===== config.mk =====
export PLATFORM = sky130hd
export DESIGN_NAME = apb_2_fifo_bridge
export DESIGN_NICKNAME = d
export VERILOG_FILES = /design/src/rtl/sl_fifo_pkg.sv /design/src/rtl/sl_rsp_capture.sv /design/src/rtl/apb_2_fifo_bridge.sv
export SDC_FILE = /design/constraint.sdc
export NUM_CORES = 1
export LEC_CHECK = 0
export CAP_MARGIN = 15
export CORE_ASPECT_RATIO = 0.8
export CORE_MARGIN = 2
export CORE_UTILIZATION = 54
export CTS_CLUSTER_DIAMETER = 50
export CTS_CLUSTER_SIZE = 30
export DETAILED_ROUTE_END_ITERATION = 10
export MAX_ROUTING_LAYER = met4
export PLACE_DENSITY = 0.81
export RECOVER_POWER = 100
export SETUP_SLACK_MARGIN = 0.4
export SLEW_MARGIN = 15
export SYNTH_ARGS = -nofsm -noshare
export SYNTH_HDL_FRONTEND = slang
export SYNTH_SLANG_ARGS = --single-unit

===== constraint.sdc =====
create_clock -name clk -period 1.9 [get_ports clk]
set_input_delay 0.38 -clock clk [delete_from_list [all_inputs] [get_ports clk]]
set_output_delay 0.38 -clock clk [all_outputs]
set_load 0.02 [all_outputs]

===== src/rtl/sl_fifo_pkg.sv =====
// Shared definitions for the SL-transceiver FIFO pair: word layout, modifiers,
// bridge register offsets and FLAGS bit positions.
package sl_fifo_pkg;

  localparam int WORD_W = 34;
  localparam int HMB    = 33;
  localparam int LMB    = 32;

  localparam logic [1:0] CONFIG  = 2'd0;
  localparam logic [1:0] DATA    = 2'd1;
  localparam logic [1:0] STATUS  = 2'd2;
  localparam logic [1:0] CHANNEL = 2'd3;

  // Word offsets (paddr[5:2])
  localparam logic [3:0] OFS_CMD_CONFIG  = 4'h0;
  localparam logic [3:0] OFS_CMD_DATA    = 4'h1;
  localparam logic [3:0] OFS_CMD_STATUS  = 4'h2;
  localparam logic [3:0] OFS_CMD_CHANNEL = 4'h3;
  localparam logic [3:0] OFS_SH_CONFIG   = 4'h4;
  localparam logic [3:0] OFS_SH_DATA     = 4'h5;
  localparam logic [3:0] OFS_SH_STATUS   = 4'h6;
  localparam logic [3:0] OFS_SH_CHANNEL  = 4'h7;
  localparam logic [3:0] OFS_FLAGS       = 4'h8;
  localparam logic [3:0] OFS_IRQ_MASK    = 4'h9;
  localparam logic [3:0] OFS_FIFO_STAT   = 4'hA;

  localparam int FLG_CONFIG  = 0;
  localparam int FLG_DATA    = 1;
  localparam int FLG_STATUS  = 2;
  localparam int FLG_CHANNEL = 3;
  localparam int FLG_LOST    = 4;
  localparam int FLG_TIMEOUT = 5;
  localparam int FLG_W       = 6;

  typedef enum logic [1:0] {A_IDLE, A_WAIT_FULL, A_RESP} apb_state_t;
  typedef enum logic {R_IDLE, R_GAP} rsp_state_t;

  // The status modifier is produced by the transceiver only, never by the host.
  function automatic logic is_cmd_ofs(input logic [3:0] ofs);
    return (ofs == OFS_CMD_CONFIG) || (ofs == OFS_CMD_DATA) || (ofs == OFS_CMD_CHANNEL);
  endfunction

endpackage


===== src/rtl/sl_rsp_capture.sv =====
// Drains the response FIFO into per-modifier shadow registers and owns FLAGS.
//   state  | meaning
//   R_IDLE | wait for a non-empty response FIFO, capture and pop the head word
//   R_GAP  | one idle cycle so the FIFO empty flag reflects the pop
module sl_rsp_capture
  import sl_fifo_pkg::*;
(
  input  logic              clk,
  input  logic              rst_n,
  input  logic              fifo_read_empty,
  input  logic [WORD_W-1:0] fifo_read_data,
  output logic              fifo_read_inc,
  input  logic [FLG_W-1:0]  flag_clr,
  input  logic              set_timeout,
  output logic [31:0]       sh_config,
  output logic [31:0]       sh_data,
  output logic [31:0]       sh_status,
  output logic [31:0]       sh_channel,
  output logic [FLG_W-1:0]  flags
);

  rsp_state_t       state, nxt_state;
  logic             take;
  logic [1:0]       mod;
  logic [FLG_W-1:0] flag_set;

  assign mod = fifo_read_data[HMB:LMB];

  always_comb begin
    nxt_state = state;
    take      = 1'b0;
    flag_set  = '0;
    case (state)
      R_IDLE: begin
        if (!fifo_read_empty) begin
          take      = 1'b1;
          nxt_state = R_GAP;
        end
      end
      R_GAP:   nxt_state = R_IDLE;
      default: nxt_state = R_IDLE;
    endcase
    if (take) begin
      case (mod)
        CONFIG:  flag_set[FLG_CONFIG]  = 1'b1;
        DATA:    flag_set[FLG_DATA]    = 1'b1;
        STATUS:  flag_set[FLG_STATUS]  = 1'b1;
        default: flag_set[FLG_CHANNEL] = 1'b1;
      endcase
      // A data word the host has already consumed via a FLAGS read is not lost.
      if (mod == DATA && flags[FLG_DATA] && !flag_clr[FLG_DATA])
        flag_set[FLG_LOST] = 1'b1;
    end
    flag_set[FLG_TIMEOUT] = set_timeout;
  end

  always_ff @(posedge clk or negedge rst_n) begin
    if (!rst_n) begin
      state         <= R_IDLE;
      fifo_read_inc <= 1'b0;
      flags         <= '0;
      sh_config     <= '0;
      sh_data       <= '0;
      sh_status     <= '0;
      sh_channel    <= '0;
    end else begin
      state         <= nxt_state;
      fifo_read_inc <= take;
      flags         <= (flags & ~flag_clr) | flag_set;
      if (take) begin
        case (mod)
          CONFIG:  sh_config  <= fifo_read_data[31:0];
          DATA:    sh_data    <= fifo_read_data[31:0];
          STATUS:  sh_status  <= fifo_read_data[31:0];
          default: sh_channel <= fifo_read_data[31:0];
        endcase
      end
    end
  end

endmodule


===== src/rtl/apb_2_fifo_bridge.sv =====
// APB3 slave bridging host accesses to the SL-transceiver command/response FIFOs.
//   state       | meaning
//   A_IDLE      | wait for an access phase and decode it
//   A_WAIT_FULL | command write stalled on a full command FIFO, timeout counting
//   A_RESP      | pready high for one cycle with registered prdata/pslverr
module apb_2_fifo_bridge
  import sl_fifo_pkg::*;
#(
  parameter int ADDR_WIDTH   = 8,
  parameter int FULL_TIMEOUT = 16
) (
  input  logic                  clk,
  input  logic                  rst_n,
  input  logic [ADDR_WIDTH-1:0] paddr,
  input  logic                  psel,
  input  logic                  penable,
  input  logic                  pwrite,
  input  logic [31:0]           pwdata,
  output logic [31:0]           prdata,
  output logic                  pready,
  output logic                  pslverr,
  output logic                  irq,
  input  logic                  fifo_write_full,
  output logic [WORD_W-1:0]     fifo_write_data,
  output logic                  fifo_write_inc,
  input  logic                  fifo_read_empty,
  input  logic [WORD_W-1:0]     fifo_read_data,
  output logic                  fifo_read_inc
);

  localparam logic [7:0] TO_LAST = 8'(FULL_TIMEOUT - 1);

  apb_state_t        state, nxt_state;
  logic [7:0]        cnt, nxt_cnt;
  logic [31:0]       nxt_prdata;
  logic              nxt_pslverr;
  logic              nxt_push;
  logic [WORD_W-1:0] nxt_wdata;
  logic [FLG_W-1:0]  irq_mask;
  logic              mask_we;
  logic [FLG_W-1:0]  flag_clr;
  logic              set_timeout;

  logic [31:0]       sh_config, sh_data, sh_status, sh_channel;
  logic [FLG_W-1:0]  flags;

  logic [3:0]        ofs;
  logic              access, is_cmd, rd_ok, valid, unused_addr;
  logic [31:0]       rd_val;

  assign ofs         = paddr[5:2];
  assign unused_addr = ^{paddr[ADDR_WIDTH-1:6], paddr[1:0]};
  assign access      = psel & penable;
  assign is_cmd      = pwrite & is_cmd_ofs(ofs);

  always_comb begin
    rd_ok  = 1'b1;
    rd_val = '0;
    case (ofs)
      OFS_SH_CONFIG:  rd_val = sh_config;
      OFS_SH_DATA:    rd_val = sh_data;
      OFS_SH_STATUS:  rd_val = sh_status;
      OFS_SH_CHANNEL: rd_val = sh_channel;
      OFS_FLAGS:      rd_val = {{(32-FLG_W){1'b0}}, flags};
      OFS_IRQ_MASK:   rd_val = {{(32-FLG_W){1'b0}}, irq_mask};
      OFS_FIFO_STAT:  rd_val = {30'd0, fifo_read_empty, fifo_write_full};
      default:        rd_ok  = 1'b0;
    endcase
  end

  assign valid = is_cmd | (!pwrite & rd_ok) | (pwrite & (ofs == OFS_IRQ_MASK));

  always_comb begin
    nxt_state   = state;
    nxt_cnt     = cnt;
    nxt_prdata  = prdata;
    nxt_pslverr = 1'b0;
    nxt_push    = 1'b0;
    nxt_wdata   = fifo_write_data;
    mask_we     = 1'b0;
    flag_clr    = '0;
    set_timeout = 1'b0;
    case (state)
      A_IDLE: begin
        if (access) begin
          if (is_cmd) begin
            if (!fifo_write_full) begin
              nxt_push  = 1'b1;
              nxt_wdata = {ofs[1:0], pwdata};
              nxt_state = A_RESP;
            end else begin
              nxt_cnt   = '0;
              nxt_state = A_WAIT_FULL;
            end
          end else begin
            nxt_state = A_RESP;
            if (!valid) begin
              nxt_pslverr = 1'b1;
            end else if (pwrite) begin
              mask_we = 1'b1;
            end else begin
              nxt_prdata = rd_val;
              if (ofs == OFS_FLAGS) flag_clr = flags;
            end
          end
        end
      end
      A_WAIT_FULL: begin
        // APB holds paddr/pwdata stable until pready, so they need no latching.
        if (!fifo_write_full) begin
          nxt_push  = 1'b1;
          nxt_wdata = {ofs[1:0], pwdata};
          nxt_state = A_RESP;
        end else if (cnt == TO_LAST) begin
          nxt_pslverr = 1'b1;
          set_timeout = 1'b1;
          nxt_state   = A_RESP;
        end else begin
          nxt_cnt = cnt + 8'd1;
        end
      end
      A_RESP:  nxt_state = A_IDLE;
      default: nxt_state = A_IDLE;
    endcase
  end

  always_ff @(posedge clk or negedge rst_n) begin
    if (!rst_n) begin
      state           <= A_IDLE;
      cnt             <= '0;
      prdata          <= '0;
      pready          <= 1'b0;
      pslverr         <= 1'b0;
      fifo_write_data <= '0;
      fifo_write_inc  <= 1'b0;
      irq_mask        <= '0;
      irq             <= 1'b0;
    end else begin
      state           <= nxt_state;
      cnt             <= nxt_cnt;
      prdata          <= nxt_prdata;
      pready          <= (nxt_state == A_RESP);
      pslverr         <= nxt_pslverr;
      fifo_write_data <= nxt_wdata;
      fifo_write_inc  <= nxt_push;
      if (mask_we) irq_mask <= pwdata[FLG_W-1:0];
      irq             <= |(flags & irq_mask);
    end
  end

  sl_rsp_capture u_rsp (
    .clk             (clk),
    .rst_n           (rst_n),
    .fifo_read_empty (fifo_read_empty),
    .fifo_read_data  (fifo_read_data),
    .fifo_read_inc   (fifo_read_inc),
    .flag_clr        (flag_clr),
    .set_timeout     (set_timeout),
    .sh_config       (sh_config),
    .sh_data         (sh_data),
    .sh_status       (sh_status),
    .sh_channel      (sh_channel),
    .flags           (flags)
  );

endmodule


# == Yosys cells after proc, flatten, opt, wreduce, memory -nomap -nowiden ==
# Index checks and enable logic that the tools add are counted.
# totals
wordCells,119
output_inout_bits,71
register_bits,222
in_bits,81
# classes
mux,49
n_bitwise,14
addsub,1
n_reduce_logical,20
n_eq_ne,19
# op_table
operator,n
32-bit case mux with 7 select lines,1
34-bit two-way mux,3
34-bit case mux with 2 select lines,1
8-bit two-way mux,5
6-bit two-way mux,6
1-bit two-way mux,22
4-bit by 3-bit == test with 1-bit output (second input constant),4
8-bit case mux with 2 select lines,1
6-bit AND,2
4-bit == test (second input constant),3
2-bit two-way mux,5
2-bit != test (second input constant),5
8-bit by 1-bit adder with 8-bit output (second input constant),1
8-bit by 4-bit == test with 1-bit output (second input constant),1
2-bit AND reduction,4
7-bit OR reduction,1
6-bit NOT,1
6-bit bitwise OR,1
1-bit case mux with 2 select lines,3
6-bit AND reduction,1
6-bit OR reduction,1
5-bit two-way mux,1
5-bit AND reduction,1
1-bit AND,4
other kinds (15),25

# == Depth between registers and ports, before layout ==
# Gate-level depths: netlist of the first run.
# logic_depth
depth_word,15
depth_mapped,8
ltp_nobuf,5

# == Hierarchy ==
# From an unflattened synthesis of the first run, not the netlist that was laid out.
# unflattened
hier_cells,663
area_unflattened_um2,9681.8
# by_module_without_submodules
module,area_per_inst_um2,n_inst,seq_area_each_um2,cells_per_inst
sl_rsp_capture,5117.4,1,3378.2,294
apb_2_fifo_bridge,4564.4,1,2152.1,369

# == Least setup slack after synthesis of the first run ==
# No wires, ideal clock.
# synth_timing
path_type,input port to flip-flop
from,in paddr[4]
to,reg fifo_write_data[10]
path_buffers,2
setup_ns,0.125
t_required_ns,1.775
arrival_ns,1.631
stages,6
slack_ns,0.144
cell_sequence,or3b_4 -> nor3_2 -> o21a_1 -> buf_6 -> buf_12 -> mux2_4
# synth_via
elab_chain_cells,6
elab_cells_between_ends,8
classes_between,eq/ne (3); bitwise (1); reduce/logical (4)
# synth_rtl
element,line_no,rtl
"start, declared",apb_2_fifo_bridge.sv:14,"input logic [ADDR_WIDTH-1:0] paddr,"
4-bit by 1-bit == test with 1-bit output or 4-bit zero test (tied branches),sl_fifo_pkg.sv:40,return (ofs == OFS_CMD_CONFIG) || (ofs == OFS_CMD_DATA) || (ofs == OFS_CMD_CHANNEL);
1-bit logical OR,sl_fifo_pkg.sv:40,
1-bit logical OR *,sl_fifo_pkg.sv:40,
1-bit AND *,apb_2_fifo_bridge.sv:54,assign is_cmd = pwrite & is_cmd_ofs(ofs);
2-bit != test (no source line) *,-,
3-bit AND reduction (no source line) *,-,
"end signal, assigned",apb_2_fifo_bridge.sv:144,fifo_write_data <= nxt_wdata;
"end, declared",apb_2_fifo_bridge.sv:24,"output logic [WORD_W-1:0] fifo_write_data,"
# Mark *: on every way between the ends. The rest lies on a longest branch, timed or not.
# A chain may end at the register's enable or synchronous reset.

==> results of run 1 <==
cell families (layout without fill, tap and decap cells):
| logic type | after synthesis | in the layout | synth area share |
|---|---|---|---|
| xor+xnor | 3 | 3 | 0.00270 |
| flops | 221 | 221 | 0.569 |
| other cells | 0 | 1 | 0 |
| simple gates | 89 | 89 | 0.0551 |
| mux | 204 | 204 | 0.278 |
| fa+ha+maj | 1 | 1 | 0.00129 |
| compound gates | 105 | 105 | 0.0654 |
| buf+inv | 47 | 309 | 0.0286 |
cells in the mapped netlist, drive strengths merged, types with 2 or more instances:
library cell and n:
a21o 7, inv 4, xnor2 2, nor2 8, o2bb2ai 2, buf 33
o221ai 6, a32oi 4, a31oi 2, nor3b 2, nand3 8, nand4 2
nand2b 5, nand4bb 2, a22oi 8, nor4b 4, clkbuf 10, nor2b 3
mux4 26, dfrtp 221, or3 3, and3 2, o22ai 2, o31a 2
nand2 36, nor3 2, a21oi 7, o21ai 60, nand4b 4, nor4 2
mux2 177
critical path: cells and delay by family (launching register included):
family                 cells  cell delay (ns)
flip-flops                 1             0.46
multiplexers               1             0.36
buffers and inverters      3             0.49
AND/OR/NAND/NOR            2             0.38
path summary, 6_finish.rpt:
| kind | from | endpoint | slack [ns] |
|---|---|---|---|
| min in group asynchronous | rst_n | prdata[24] | 0.60 |
| min reg2reg | u_rsp.sh_status[25] | u_rsp.sh_status[25] | 0.49 |
| min | paddr[2] | fifo_write_data[32] | 0.43 |
| max | u_rsp.fifo_read_inc | u_rsp.sh_channel[1] | 0.07 |
| max in group asynchronous | rst_n | u_rsp.sh_config[2] | 0.27 |
| max reg2reg | u_rsp.fifo_read_inc | u_rsp.sh_channel[1] | 0.07 |
report_power, final:
part,switching (W),total [W],internal (W)
clock,0.00189,0.00376,0.00187
sequential,0.000660,0.00631,0.00565
combinational,0.00146,0.00308,0.00162
layer usage:
metal,global-route usage,vias to the layer above
met1,0.406,3788
met3,0.0699,119
met5,-,-
li1,-,2972
met2,0.521,422
met4,0.107,0
cell type report:
type                    instances  area (sq um)  area share
multi-input cells             402          4290       0.326
diodes                          1          2.50    0.000190
clock inverters                12           141      0.0108
repair buffers                276          2460       0.187
well taps                     225           282      0.0214
inverters                       4          15.0     0.00114
flip-flops and latches        221          5530       0.421
clock buffers                  17           425      0.0324
flip-flops by register name, indices dropped and copies added, names as in the netlist:
name / cells
u_rsp.sh_channel: 32
u_rsp.sh_status: 32
pslverr: 1
irq_mask: 6
cnt: 8
pready: 1
fifo_write_data: 34
u_rsp.sh_data: 32
u_rsp.sh_config: 32
u_rsp.flags: 6
state: 2
fifo_write_inc: 1
u_rsp.fifo_read_inc: 1
prdata: 32
irq: 1
through the flow:
| stage | utilization | hold slack (ns) | setup slack (ns) |
|---|---|---|---|
| 2_1_floorplan | - | 0.0844 | 0.177 |
| 3_5_place_dp | 0.688 | 0.365 | -0.383 |
| 3_3_place_gp | 0.688 | 0.353 | -0.385 |
| 5_1_grt | 0.752 | 0.417 | 0.0343 |
| 6_report | 0.752 | 0.425 | 0.0678 |
| 4_1_cts | 0.769 | 0.367 | 0.162 |
what timing repair did:
action / CTS / global route
hold endpoints to repair: 57 / 0
setup buffers: 38 / 12
gates cloned: 16 / 2
gates resized for setup: 383 / 106
setup endpoints to repair: 274 / 221
hold buffers: 1 / 0
pin swaps: 13 / 4
==> results.yml, run 1 <==
critical_path:
  crit_path_start_kind: "flip-flop"
  cp_max_fo: 6
  rr_worst_depth: 6
  cp-end-kind: "flip-flop"
  crit_chain: "nor2_4 > buf_6 > and3_4 > clkbuf_1 > buf_16 > mux2_1"
  critPathArrivalTime_ns: 2.19
  slowest_stage: "dfrtp_1"
  worst_ep_required_time_ns: 2.26
  critPathMaxStageDelay_ns: 0.46
  path_class: "reg2reg"
timing:
  period_share: 0.964
  worstMarginPinSlew_ns: 0.957
  max_freq_mhz: 546
  rsz0062_at_grt: "yes"
  skew_ns: 0.0193
  tns_ns: 0
  setup_viol: 0
  hold_viol_final: 0
  finalCriticalPeriod_ns: 1.83
  maxSlewViolCount: 0
  maxSlewHeadroom: 0.362
grt:
  grt_pass1_wl_um: 45000
  grt_overflow: 0
  grt_usage: 0.320
  grt_max_degree: 64
  first_global_vias: 7583
  antenna_found_initial: 1
synth:
  syn_area_sq_mm: 0.00972
  syn_inst: 670
  seq_area_frac_synth: 0.569
  synth_nets: 752
  synthTopCellsByArea: "dfrtp_1 57%, mux2_2 17%, mux4_2 6.0%"
  yosysWarnings: 0
  yosys.area.top_type: "dfrtp_1"
  synthDistinctLibCells: 55
  ys.flop_type: "dfrtp_1"
  ys_ff_latch: 221
  synthArstFlopShare: 1.00
  avgSynthCellArea_sq_um: 14.5
  synth_top_area_frac: 0.569
  synth_edf_count: 0
drt:
  wl_met3_um: 2440
  wl_um: 31500
  vias: 7301
  wl_per_cell_um: 27.2
  firstDrtPassIters: 5
  drtIter0Drc: 599
  top_layer_used: "met4"
  ant_nets: 0
  drc: 0
  vias_per_cell: 6.30
  wl_met2_um: 15400
  wl_met1_um: 12300
floorplanning:
  ios: 152
  core-area_sq_mm: 0.0175
  die_h_um: 124
  fp-row-count: 43
  dieArea_sq_mm: 0.0191
  start_util: 0.556
  die_x_um: 154
power_and_ir_drop:
  p_total_w: 0.0131
  leakage_nw: 5.69
  p_per_area_mw_per_mm2: 1000
  peakVddDrop_mv: 0.794
placed_design:
  post_dp_cell_area_sq_mm: 0.0120
  dp_hpwl_um: 16000
  port_buffers: 147
  dp_cells: 1059
  gp_congestion: 0.852
clock_network:
  clkTransAtPathRegs_ns: 0.09
  clk_latency_ns: 0.50
  root_buffer: "clkbuf_16"
  htreeDepth: 1
  cts_buffers: 17
  cts_buffer_depth: 3
  cts_tree: "built"
  cts_sinks: 221
hold_path:
  hp-class: "in2reg"
  hold_depth: 3
layout:
  nFillCells: 1038
  syn_to_final_growth_pct: 35.3
  final_cells: 1158
  layout_common_cells: "221 x dfrtp_1, 90 x mux2_4, 83 x clkbuf_1"
  nets: 1004
  stdcell_area_sq_mm: 0.0131
  drive_above_1_share: 0.343
  final_common_cell: "dfrtp_1"
flow_run:
  maxCapViolations: 0
run_status:
  outcome: "completed"
(Power assumes the default switching activity.)
==> run 2: changes to the inputs <==
Settings changed: CORE_UTILIZATION 54 to 56, CTS_BUF_LIST from default to sky130_fd_sc_hd__clkbuf_2 sky130_fd_sc_hd__clkbuf_4 sky130_fd_sc_hd__clkbuf_8, PLACE_DENSITY 0.81 to 0.84.
==> run 2 against run 1 <==
  * Global-route usage is 0.056 points higher
  * Clock skew is 0.018 ns higher
  * First-iteration DRC count grew 11%
  * Count of clock-buffer cells in the layout increased by 3
  * Maximum frequency grew 1.4%
  * Largest cell class unchanged
  * Critical endpoint is now u_rsp.sh_channel[5]
  * Combinational power is 10% higher
  * Cell count rose by 2.4%
  * Clock power is 23% lower
  * Die area shrank 3.5%
  * Non-clock buffer count rose by 25
==> results.yml, run 2 (synthesized netlist as in run 1, its figures left out) <==
clock_network:
  cts_buffers: 19
  cts_buffer_depth: 3
  cts_sinks: 221
  clk_latency_ns: 0.56
  clkTransAtPathRegs_ns: 0.12
  root_buffer: "clkbuf_8"
  cts_tree: "built"
  htreeDepth: 1
grt:
  grt_pass1_wl_um: 43500
  grt_usage: 0.320
  grt_overflow: 0
  antenna_found_initial: 0
  first_global_vias: 7599
  grt_max_degree: 56
critical_path:
  worst_ep_required_time_ns: 2.34
  crit_chain: "nor2_4 > buf_6 > and3_4 > buf_6 > clkbuf_2 > mux2_4"
  cp-end-kind: "flip-flop"
  cp_max_fo: 5
  critPathMaxStageDelay_ns: 0.50
  cpMostUsedCell: "buf_6"
  critPathArrivalTime_ns: 2.25
  slowest_stage: "dfrtp_1"
  crit_path_start_kind: "flip-flop"
  path_class: "reg2reg"
flow_run:
  maxCapViolations: 0
floorplanning:
  dieArea_sq_mm: 0.0184
  die_x_um: 151
  start_util: 0.566
  fp-row-count: 43
  ios: 152
  core-area_sq_mm: 0.0172
  die_h_um: 122
timing:
  worstMarginPinSlew_ns: 0.919
  maxSlewViolCount: 0
  rsz0062_at_grt: "yes"
  max_freq_mhz: 553
  setup_viol: 0
  finalCriticalPeriod_ns: 1.81
  setup_ws_ns: 0.0933
  hold_viol_final: 0
  tns_ns: 0
  maxSlewHeadroom: 0.387
  skew_ns: 0.0370
  period_share: 0.951
drt:
  drtIter0Drc: 662
  vias: 7591
  ant_nets: 0
  drc: 0
  firstDrtPassIters: 5
  wl_per_cell_um: 27.3
  wl_um: 32300
  vias_per_cell: 6.40
placed_design:
  dp_hpwl_um: 16200
  gp_congestion: 0.873
  port_buffers: 147
  dpl_worst_slack_ns: -0.396
power_and_ir_drop:
  p_sw_frac: 0.322
  seqPwrFrac: 0.501
  pwr-share-clk: 0.230
  leakage_nw: 5.81
  p_per_area_mw_per_mm2: 949
  pwr-share-comb: 0.270
  switchingPower_w: 0.00405
  internal_power_w: 0.00853
  peakVddDrop_mv: 0.680
layout:
  nets: 1031
  drive_above_1_share: 0.373
  layout_common_cells: "221 x dfrtp_1, 94 x mux2_4, 79 x clkbuf_1"
  diodes: 0
  largest-register: "fifo_write_data"
  final_common_cell: "dfrtp_1"
  largest_reg_flops: 34
  nFillCells: 1012
  syn_to_final_growth_pct: 36.5
hold_path:
  hp-class: "in2async"
run_status:
  outcome: "completed"
[run 2: cell count changes in the layout (fill, tap and decap cells not counted), moves of 4 or more]
cell       previous run  this run
clkbuf_2             16         8
clkbuf_1             83        79
clkbuf_8              0        19
mux2_2               21        15
buf_4                41        78
clkbuf_16            19         0
mux2_4               90        94
[run 2: through the flow]
stage                     std cells  total power [W]  instance area [sq um]  hold slack (ns)   util
after floorplan                 670          0.00801                   9990           0.0844      -
after global placement         1057          0.00921                  12000            0.328  0.700
after detailed placement       1057          0.00944                  12000            0.337  0.700
after CTS                      1153           0.0124                  13300            0.358  0.773
after global routing           1186           0.0130                  13300            0.388  0.773
final                          1186           0.0126                  13300            0.361  0.773
[run 2: area by class of cell]
type / count / area (sq um) / share of cell area
tap: 225 / 282 / 0.0212
inverter: 4 / 15.0 / 0.00113
timing repair buffer: 301 / 2690 / 0.203
clock inverter: 13 / 113 / 0.00849
sequential: 221 / 5530 / 0.417
multi-input combinational: 402 / 4360 / 0.329
clock buffer: 20 / 269 / 0.0203
[run 2: final timing paths]
kind | slack (ns) | startpoint | cells past startpoint | endpoint
max | 0.09 | u_rsp.fifo_read_inc | 6 | u_rsp.sh_channel[5]
min | 0.36 | rst_n | 2 | u_rsp.sh_config[13]
max reg2reg | 0.09 | u_rsp.fifo_read_inc | 6 | u_rsp.sh_channel[5]
min reg2reg | 0.49 | u_rsp.sh_status[6] | 1 | u_rsp.sh_status[6]
max in group asynchronous | 0.32 | rst_n | 3 | u_rsp.sh_channel[19]
min in group clk | 0.44 | pwdata[6] | 2 | fifo_write_data[6]
[run 2: timing repair]
item                                    4_1_cts  5_1_grt
cloned                                       17        0
endpoints found under the setup margin      276      266
buffers inserted                             45       33
pin swaps                                    13       12
hold endpoints to repair                     49        0
gates resized for setup                     410      182
hold buffers                                  1        0
[run 2: worst max-delay path: cells and delay by family, from the launching register on]
family / cells / cell delay (ns)
flops: 1 / 0.50
buf+inv: 3 / 0.46
mux: 1 / 0.33
simple gates: 2 / 0.43
[run 2: power by group through the flow]
stage	Clock [W]	Sequential [W]	Combinational [W]
2_1_floorplan	0	0.00647	0.00153
3_3_place_gp	0	0.00619	0.00303
3_5_place_dp	0	0.00628	0.00316
4_1_cts	0.00284	0.00619	0.00336
5_1_grt	0.00306	0.00636	0.00357
6_report	0.00289	0.00630	0.00339
[run 2: per-layer routing]
metal | vias to the layer above | wire [um] | track usage | share of wire
met5 | - | 0 | - | 0
met2 | 439 | 16400 | 0.519 | 0.51
met3 | 135 | 2170 | 0.0532 | 0.067
li1 | 3018 | - | - | -
met1 | 3999 | 12400 | 0.421 | 0.38
met4 | 0 | 1400 | 0.0987 | 0.043
==> run 3: changes to the inputs <==
Settings changed: SETUP_SLACK_MARGIN 0.4 to default.
==> run 3 against run 2 <==
  * Power shrank 6.3%
  * Non-clock buffer count down 91
  * First-iteration DRC count decreased by 31%
  * Worst setup slack got worse by 0.066 ns
  * Register-to-register slack about the same
  * Largest power group unchanged
  * Highest routed layer unchanged
==> results.yml, run 3 (synthesized netlist as in run 1, its figures left out) <==
clock_network:
  cts_sinks: 221
  clk_latency_ns: 0.54
  cts_buffers: 18
  cts_tree: "built"
  root_buffer: "clkbuf_8"
  cts_buffer_depth: 3
  clkTransAtPathRegs_ns: 0.12
  htreeDepth: 1
critical_path:
  r2r-start: "state[1]"
  path_class: "in2reg"
  critPathLaunch: "paddr[5]"
  r2r_slack_ns: 0.08
  cp_max_fo: 5
  crit_path_start_kind: "input pin"
  critPathArrivalTime_ns: 2.28
  cp-end-kind: "flip-flop"
  worst_ep_required_time_ns: 2.31
power_and_ir_drop:
  leakage_nw: 5.19
  p_per_area_mw_per_mm2: 992
  peakVddDrop_mv: 0.643
timing:
  maxSlewHeadroom: 0.389
  setup_viol: 0
  skew_ns: 0.0372
  tns_ns: 0
  hold_viol_final: 0
  rsz0062_at_grt: "no"
  worstMarginPinSlew_ns: 0.917
  max_freq_mhz: 534
  period_share: 0.986
  whs_ns: 0.343
  finalCriticalPeriod_ns: 1.87
  setup_ws_ns: 0.0274
  maxSlewViolCount: 0
grt:
  grt_usage: 0.264
  first_global_vias: 7011
  grt_overflow: 0
  grt_max_degree: 57
  grt_pass1_wl_um: 36900
  antenna_found_initial: 0
drt:
  wl_per_cell_um: 21.2
  vias_per_cell: 5.91
  vias: 6476
  wl_um: 23200
  ant_nets: 0
  firstDrtPassIters: 5
  drc: 0
  drtIter0Drc: 455
layout:
  nets: 939
  final_cells: 1095
  largest_reg_flops: 34
  drive_above_1_share: 0.339
  layout_common_cells: "221 x dfrtp_1, 147 x mux2_2, 74 x clkdlybuf4s50_1"
  final_common_cell: "dfrtp_1"
  syn_to_final_growth_pct: 22.3
  largest-register: "fifo_write_data"
  stdcell_area_sq_mm: 0.0119
run_status:
  outcome: "completed"
placed_design:
  port_buffers: 147
  dpl_worst_slack_ns: -0.499
  dp_hpwl_um: 16000
  gp_congestion: 0.907
  post_dp_cell_area_sq_mm: 0.0118
  dp_cells: 1057
floorplanning:
  core-area_sq_mm: 0.0172
  die_x_um: 151
  die_h_um: 122
  fp-row-count: 43
  start_util: 0.566
  ios: 152
  dieArea_sq_mm: 0.0184
flow_run:
  maxCapViolations: 0
hold_path:
  hp-class: "in2async"
[run 3: path summary, 6_finish.rpt]
check / to / depth (start not counted)
worst max-delay path: fifo_write_data[17] / 6
worst min-delay path: fifo_write_data[10] / 2
worst max register to register: irq_mask[2] / 6
worst min register to register: fifo_write_data[10] / 1
max in group asynchronous: u_rsp.sh_data[15] / 3
min in group clk: pslverr / 4
[run 3: cell type report]
cell class	instances	area [sq um]
well taps	225	282
flip-flops and latches	221	5530
fillers	1195	5290
diodes	1	2.50
inverters	4	15.0
clock buffers	21	283
repair buffers	210	1760
clock inverters	11	120
multi-input cells	402	3880
[run 3: worst max-delay path: stages]
cell and delay [ns]:
clkdlybuf4s50_1 0.49, or3b_1 0.44, nor3_4 0.20, o21a_4 0.22
clkbuf_4 0.22, mux2_4 0.32
[run 3: what timing repair did]
item                                    in CTS  in global routing
hold endpoints to repair                    50                  0
gates resized for setup                     41                 31
endpoints found under the setup margin      41                 47
hold buffers                                 1                  0
pin swaps                                    0                  2
setup buffers                                0                  2
cloned                                       0                  2
[run 3: per-stage QoR]
step	utilization	power, W
4_1_cts	0.709	0.0121
5_1_grt	0.692	0.0124
2_1_floorplan	-	0.00788
3_5_place_dp	0.688	0.00930
3_3_place_gp	0.688	0.00909
6_report	0.692	0.0118
[run 3: power by group]
group          internal (W)  total [W]  switching [W]
clock network       0.00113    0.00291        0.00178
logic               0.00145    0.00269        0.00124
registers           0.00564    0.00619       0.000546
total               0.00822     0.0118        0.00356
[run 3: routing by layer]
layer / part of all wire / wire [um] / GRT usage
met1: 0.43 / 10000 / 0.362
met2: 0.48 / 11200 / 0.416
met3: 0.073 / 1700 / 0.0494
met4: 0.015 / 347 / 0.0578
met5: 0 / 0 / -
